`src/rtl/ad1_multi_reader.sv`:
```
// ad1_multi_reader: parallel serial-ADC reader for AD7476A-class converters.
// Drives one shared SCLK/CS and captures CH_COUNT SDATA lanes per frame.
module ad1_multi_reader #(
    parameter int CH_COUNT     = 2,
    parameter int DATA_WIDTH   = 12,
    parameter int LEAD_ZEROS   = 4,
    parameter int CLK_DIV      = 3,
    parameter int QUIET_CYCLES = 5
) (
    input  logic                           clk,
    input  logic                           rst,
    input  logic                           start,
    input  logic                           continuous,
    input  logic [CH_COUNT-1:0]            SDATA,
    output logic                           SCLK,
    output logic                           CS,
    output logic                           busy,
    output logic                           data_valid,
    output logic [CH_COUNT*DATA_WIDTH-1:0] data,
    output logic [CH_COUNT-1:0]            lead_err
);

    localparam int FB   = LEAD_ZEROS + DATA_WIDTH;
    localparam int DIVW = $clog2(CLK_DIV + 1);
    localparam int BITW = $clog2(FB + 1);
    localparam int QW   = $clog2(QUIET_CYCLES + 1);

    localparam logic [1:0] S_IDLE  = 2'd0;
    localparam logic [1:0] S_CONV  = 2'd1;
    localparam logic [1:0] S_QUIET = 2'd2;

    logic [1:0]                     state_q, state_d;
    logic [DIVW-1:0]                div_q, div_d;
    logic [BITW-1:0]                bit_q, bit_d;
    logic [QW-1:0]                  quiet_q, quiet_d;
    logic                           sclk_q, sclk_d;
    logic                           cs_q, cs_d;
    logic                           valid_q, valid_d;
    logic [CH_COUNT*DATA_WIDTH-1:0] data_q, data_d;
    logic [CH_COUNT-1:0]            err_q, err_d;
    logic [FB-1:0]                  sh_q [CH_COUNT];
    logic [FB-1:0]                  sh_d [CH_COUNT];
    logic [FB-1:0]                  sh_nx [CH_COUNT];
    logic [CH_COUNT-1:0]            lead_nx;

    logic div_tc;
    logic rise;
    logic last_bit;
    logic quiet_end;

    assign div_tc    = (div_q == DIVW'(CLK_DIV - 1));
    assign rise      = (state_q == S_CONV) && div_tc && !sclk_q;
    assign last_bit  = rise && (bit_q == BITW'(FB - 1));
    assign quiet_end = (state_q == S_QUIET) &&
                       (quiet_q == QW'(QUIET_CYCLES - 1));

    always_comb begin
        for (int i = 0; i < CH_COUNT; i++) begin
            sh_nx[i] = (sh_q[i] << 1) | FB'(SDATA[i]);
        end
    end

    // Leading bits sit above the result bits once the whole frame is in
    generate
        if (LEAD_ZEROS > 0) begin : g_lead
            for (genvar g = 0; g < CH_COUNT; g++) begin : g_ch
                assign lead_nx[g] = |sh_nx[g][FB-1:DATA_WIDTH];
            end
        end else begin : g_nolead
            assign lead_nx = '0;
        end
    endgenerate

    always_comb begin
        state_d = state_q;
        div_d   = div_q;
        bit_d   = bit_q;
        quiet_d = quiet_q;
        sclk_d  = sclk_q;
        cs_d    = cs_q;
        valid_d = 1'b0;
        data_d  = data_q;
        err_d   = err_q;
        sh_d    = sh_q;
        case (state_q)
            S_IDLE: begin
                if (start || continuous) begin
                    state_d = S_CONV;
                    cs_d    = 1'b0;
                    div_d   = '0;
                    bit_d   = '0;
                end
            end
            S_CONV: begin
                if (div_tc) begin
                    div_d  = '0;
                    sclk_d = !sclk_q;
                end else begin
                    div_d = div_q + 1'b1;
                end
                if (rise) begin
                    bit_d = bit_q + 1'b1;
                    sh_d  = sh_nx;
                end
                // Final rising edge closes the frame in the same cycle
                if (last_bit) begin
                    state_d = S_QUIET;
                    cs_d    = 1'b1;
                    quiet_d = '0;
                    valid_d = 1'b1;
                    err_d   = lead_nx;
                    for (int i = 0; i < CH_COUNT; i++) begin
                        data_d[i*DATA_WIDTH +: DATA_WIDTH] =
                            sh_nx[i][DATA_WIDTH-1:0];
                    end
                end
            end
            S_QUIET: begin
                if (quiet_end) begin
                    if (continuous) begin
                        state_d = S_CONV;
                        cs_d    = 1'b0;
                        div_d   = '0;
                        bit_d   = '0;
                    end else begin
                        state_d = S_IDLE;
                    end
                end else begin
                    quiet_d = quiet_q + 1'b1;
                end
            end
            default: begin
                state_d = S_IDLE;
                cs_d    = 1'b1;
                sclk_d  = 1'b1;
            end
        endcase
    end

    always_ff @(posedge clk or negedge rst) begin
        if (!rst) begin
            state_q <= S_IDLE;
            div_q   <= '0;
            bit_q   <= '0;
            quiet_q <= '0;
            sclk_q  <= 1'b1;
            cs_q    <= 1'b1;
            valid_q <= 1'b0;
            data_q  <= '0;
            err_q   <= '0;
            for (int i = 0; i < CH_COUNT; i++) begin
                sh_q[i] <= '0;
            end
        end else begin
            state_q <= state_d;
            div_q   <= div_d;
            bit_q   <= bit_d;
            quiet_q <= quiet_d;
            sclk_q  <= sclk_d;
            cs_q    <= cs_d;
            valid_q <= valid_d;
            data_q  <= data_d;
            err_q   <= err_d;
            sh_q    <= sh_d;
        end
    end

    assign SCLK       = sclk_q;
    assign CS         = cs_q;
    assign busy       = (state_q != S_IDLE);
    assign data_valid = valid_q;
    assign data       = data_q;
    assign lead_err   = err_q;

endmodule

```
`config.mk`:
```
export PLATFORM = sky130hd
export DESIGN_NAME = ad1_multi_reader
export DESIGN_NICKNAME = d
export VERILOG_FILES = /design/src/rtl/ad1_multi_reader.sv
export SDC_FILE = /design/constraint.sdc
export NUM_CORES = 1
export LEC_CHECK = 0
export CAP_MARGIN = 15
export CORE_MARGIN = 2
export CORE_UTILIZATION = 35
export CTS_CLUSTER_SIZE = 30
export DETAILED_ROUTE_END_ITERATION = 7
export GPL_ROUTABILITY_DRIVEN = 0
export HOLD_SLACK_MARGIN = 0.15
export SLEW_MARGIN = 20
export SYNTH_ARGS = -nofsm -noshare
export SYNTH_HDL_FRONTEND = slang
export SYNTH_SLANG_ARGS = --single-unit
```
`constraint.sdc`:
```
create_clock -name clk -period 2.43 [get_ports clk]
set_input_delay 0.243 -clock clk [delete_from_list [all_inputs] [get_ports clk]]
set_output_delay 0.243 -clock clk [all_outputs]
set_load 0.1 [all_outputs]
```
Yosys cells after proc, flatten, opt, wreduce, memory -nomap -nowiden
Index checks and enable logic that the tools add are counted.
{ "totals": {"reg_bits": 71, "in_bits": 6, "out_inout_bits": 30, "wordCells": 77} }
{ "classes": {"add_sub_neg": 3, "eq_ne": 12, "n_mux": 27, "n_bitwise": 3, "reduce_logical": 21} }
{ "op_table": {"columns": ["operator", "count"], "rows": [
  ["16-bit by 1-bit OR with 16-bit output", 2],
  ["5-bit 2-to-1 mux", 4],
  ["5-bit one-hot mux with 3 select lines", 1],
  ["2-bit 2-to-1 mux", 7],
  ["2-bit != test (second input constant)", 7],
  ["2-bit one-hot mux with 3 select lines", 2],
  ["1-bit 2-to-1 mux", 8],
  ["4-bit AND reduction", 2],
  ["4-bit OR reduction", 2],
  ["3-bit 2-to-1 mux", 2],
  ["3-bit one-hot mux with 2 select lines", 1],
  ["2-bit AND reduction", 3],
  ["3-bit AND reduction", 2],
  ["5-bit by 1-bit adder with 5-bit output (second input constant)", 1],
  ["5-bit by 4-bit == test with 1-bit output (second input constant)", 1],
  ["5-bit AND reduction", 1],
  ["2-bit == test (second input constant)", 2],
  ["1-bit logical AND", 4],
  ["2-bit nonzero test", 2],
  ["3-bit by 1-bit adder with 3-bit output (second input constant)", 1],
  ["3-bit == test (second input constant)", 1],
  ["1-bit one-hot mux with 3 select lines", 1],
  ["3-bit nonzero test", 1],
  ["2-bit by 1-bit adder with 2-bit output (second input constant)", 1],
  ["7 further kinds", 7]
]} }

Longest topological paths before layout
{ "depth": {"word_depth": 6, "mapped_depth": 9, "mapped_depth_nobuf": 7} }

Worst setup path after synthesis
No wires, ideal clock.
{ "synth_timing": {"path_kind": "register to register", "start": "reg bit_q[0]", "end": "reg err_q[0], in the netlist lead_err[0]", "setup_time_ns": 0.125, "t_arrival_ns": 1.648, "required_time_ns": 2.305, "slack_ns": 0.657, "path_stages_with_launch": 9, "n_path_buf": 2, "synth_period_minus_slack_ns": 1.773, "cell_sequence": "dfrtp_1 -> ha_1 -> and3_1 -> ha_1 -> or4b_1 -> buf_2 -> buf_2 -> nand2_1 -> o21ai_1"} }
{ "synth_between": {"elab_chain_cells": 3} }
{ "synth_lines": {"columns": ["element", "line", "text"], "rows": [
  ["from (decl)", "34", "logic [BITW-1:0] bit_q, bit_d;"],
  ["from (signal assigned)", "157", "bit_q <= bit_d;"],
  ["5-bit by 4-bit == test with 1-bit output", "53", "assign last_bit = rise && (bit_q == BITW'(FB - 1));"],
  ["1-bit logical AND", "53", null],
  ["2-bit AND reduction (no source line)", null, null],
  ["to (signal assigned)", "163", "err_q <= err_d;"],
  ["to (decl)", "40", "logic [CH_COUNT-1:0] err_q, err_d;"]
]} }
No other way between the ends.
A chain may end at the register's enable or synchronous reset.

Final worst setup path
{ "layout_timing": {"start": "reg bit_q[0]", "end": "reg cs_q, in the netlist CS"} }
{ "layout_between": {"elab_chain_cells": 4} }
{ "layout_lines": {"columns": ["element", "line", "text"], "rows": [
  ["5-bit by 4-bit == test with 1-bit output", "53", null],
  ["1-bit logical AND", "53", null],
  ["2-bit != test (no source line)", null, null],
  ["4-bit AND reduction (no source line)", null, null],
  ["to (signal assigned)", "160", "cs_q <= cs_d;"],
  ["to (decl)", "37", "logic cs_q, cs_d;"]
]} }
No other way between the ends.

==> impl_metrics.py <==
metrics = {
    "critical_path": {
        "cpMaxStageDelayCell": "or4b_1",
        "crit_chain": "ha_1, and3_1, ha_1, or4b_1, clkinv_2, o22ai_1, a21oi_1",
        "cp.required_ns": 2.69,
        "crit_top_cell": "ha_1",
        "start_kind": "flip-flop",
        "cp-end-kind": "flip-flop",
        "cp_slowest_stage_delay_ns": 0.50,
        "path_max_fanout": 26,
        "path_class": "reg -> reg",
        "crit_arrival_ns": 2.29,
    },
    "power": {
        "comb_power_share_pct": 24.6,
        "p_clk_share_pct": 30.4,
        "power.total_mw": 3.51,
        "seq_power_share_pct": 45.0,
        "swShare_pct": 35.0,
        "power.density_nw_per_um2": 996,
        "leakagePower_nw": 1.91,
        "power.internal_mw": 2.28,
        "switchingPower_mw": 1.23,
        "ir_drop_mv": 0.401,
    },
    "synthesis": {
        "syn_area_um2": 2910,
        "ys_ff_latch": 71,
        "synth-edff-count": 0,
        "yosysTopAreaCell": "dfrtp_1",
        "synth.most_common_cell": "nand2_1",
        "synth_warnings": 0,
        "synth_common_cells": "nand2_1 (175), dfrtp_1 (69), a21oi_1 (9)",
        "synth.area.top_cells": "dfrtp_1 (59%), nand2_1 (23%), dfstp_2 (1.8%), ha_1 (1.7%), a21oi_1 (1.5%)",
        "synth-seq-area-share_pct": 61.1,
        "syn_area_per_cell_um2": 8.95,
        "syn_inst": 325,
        "yosysTopAreaCellShare_pct": 59.3,
        "ys_types": 31,
        "synth_top_flop_cell": "dfrtp_1",
        "ys_async_sr_fraction_pct": 100,
        "synth_fp_nets": 335,
    },
    "timing": {
        "drv_slew": 0,
        "min_period_over_period_pct": 83.3,
        "timing.setup.tns_ns": 0,
        "period_needed_ns": 2.02,
        "max_freq_mhz": 494,
        "worstMarginPinSlew_ns": 0.654,
        "slew_headroom_pct": 56.4,
        "skew_ns": 0.0122,
        "finalSetupViolations": 0,
        "rsz0062_at_grt": "false",
        "hold_viol": 0,
    },
    "final_layout": {
        "nets": 374,
        "drive_above_1_share_pct": 16.0,
        "antenna_cells": 0,
        "area_delta_synth_final_pct": 21.2,
        "utilization_pct": 43.3,
    },
    "floorplan": {
        "start_util_pct": 35.8,
        "die_h_um": 95.2,
        "core_um2": 8130,
        "ios": 36,
        "fp.dieArea_um2": 9060,
        "die_w_um": 95.2,
        "rows": 33,
    },
    "flow_run": {
        "cap_violations": 0,
    },
    "detailed_routing": {
        "vias_per_cell": 4.64,
        "drt_iter0_drc": 123,
        "drt.antenna.violating_nets": 0,
        "wl_per_cell_um": 11.7,
        "first_pass_iters": 6,
        "vias": 2201,
        "drc": 0,
        "routed_wl_mm": 5.54,
    },
    "clocking": {
        "clock_latency_ns": 0.34,
        "clk_root_buffer_cell": "clkbuf_8",
        "cts.sinks": 71,
        "postCtsHoldBufs": 1,
        "clkTransAtPathRegs_ns": 0.07,
        "cts_buffers": 9,
        "post_cts_buffers": 0,
        "cts_resized": 0,
        "clk_path_buf_depth": 2,
        "htree_levels": 3,
        "cts_tree": "done",
    },
    "placement": {
        "portBuffers": 35,
        "dp_hpwl_mm": 3.63,
    },
    "global_route": {
        "grt_start_max_net_pins": 34,
        "antenna_found_initial": 0,
        "grt_usage_pct": 14.0,
        "grt_pass1_wl_mm": 9.67,
        "grt_pass1_vias": 2121,
        "grt-ovfl-total": 0,
    },
    "min_path": {
        "holdCritPathClass": "in -> async",
    },
    "run_status": {
        "outcome": "finished clean",
    },
}
-- critical path: cells and delay by family, from the launching register on --
family | cells | cell delay (ns)
AND/OR/NAND/NOR | 2 | 0.65
flip-flops | 1 | 0.38
adder cells (fa/ha/maj) | 2 | 0.33
buffers and inverters | 1 | 0.31
AO/OA/AOI/OAI | 2 | 0.29
-- registers in the layout, indices dropped and copies added (netlist names) --
name,flops
CS,1
data_valid,1
data,24
div_q,2
quiet_q,3
SCLK,1
bit_q,5
sh_q,30
state_q,2
lead_err,2
-- final timing paths --
check / from / endpoint / slack [ns] / cells after the start
setup / recovery: bit_q[0]$_DFFE_PN0P_ / CS$_DFFE_PN1P_ / 0.41 / 7
hold / removal: rst / div_q[1]$_DFFE_PN0P_ / 0.38 / 2
setup reg to reg: bit_q[0]$_DFFE_PN0P_ / CS$_DFFE_PN1P_ / 0.41 / 7
hold reg to reg: data[19]$_DFFE_PN0P_ / data[19]$_DFFE_PN0P_ / 0.48 / 2
max in group asynchronous: rst / sh_q[28]$_DFFE_PN0P_ / 1.35 / 3
min in group clk: SDATA[1] / sh_q[0]$_DFFE_PN0P_ / 0.47 / 3
-- cell type report --
cell class                 count  area [um^2]
tap                          105          131
inverter                       8         31.3
multi-input combinational    232         1030
fill                         785         4610
sequential                    71         1780
timing repair buffer          42          325
clock buffer                  11          151
clock inverter                 5         78.8
-- kinds of logic after synthesis --
group / share of synthesized area (%)
AOI/OAI and AO/OA: 5.46
adders and majority gates: 1.72
buffers and inverters: 3.61
DFF: 61.1
muxes: 0.344
and+or+nand+nor: 27.7
-- per-stage QoR --
step / hold WS [ns] / std cells / setup slack (ns) / cell area, um^2
finish: 0.384 / 474 / 0.407 / 3530
global route: 0.432 / 474 / 0.214 / 3530
CTS: 0.396 / 474 / 0.370 / 3530
detailed placement: 0.227 / 457 / 0.383 / 3290
global placement: 0.228 / 457 / 0.467 / 3290
floorplan: -0.0526 / 325 / 0.657 / 2910
-- layout by cell type, fill, tap and decap left out, types with 2 or more instances in the layout --
cell type / instances
nor2b_1: 2
clkdlybuf4s50_1: 4
buf_4: 36
ha_1: 4
dfstp_2: 2
nor4_1: 2
nor2_1: 5
a21o_1: 2
inv_1: 7
a21oi_1: 9
clkinv_2: 3
and3_1: 2
o21ai_1: 2
nand3_1: 6
nand2_1: 175
bufinv_16: 2
o22ai_1: 4
dfrtp_1: 69
clkbuf_8: 11
o21ai_0: 6
-- power groups by stage --
stage | Clock [mW] | Combinational [mW] | Sequential, mW
after global routing | 1.14 | 0.968 | 1.62
final | 1.07 | 0.863 | 1.58
after floorplan | 0 | 0.476 | 1.77
after CTS | 1.10 | 0.877 | 1.58
after detailed placement | 0 | 0.874 | 1.60
after global placement | 0 | 0.860 | 1.60
-- routing by layer --
metal / global-route usage, % / share of wire [%]
met5: 0 / 0
met3: 3.00 / 3.2
met4: 7.61 / 2.3
met2: 21.8 / 45
met1: 18.2 / 49
No activity file was read; power rests on OpenSTA's default activity.
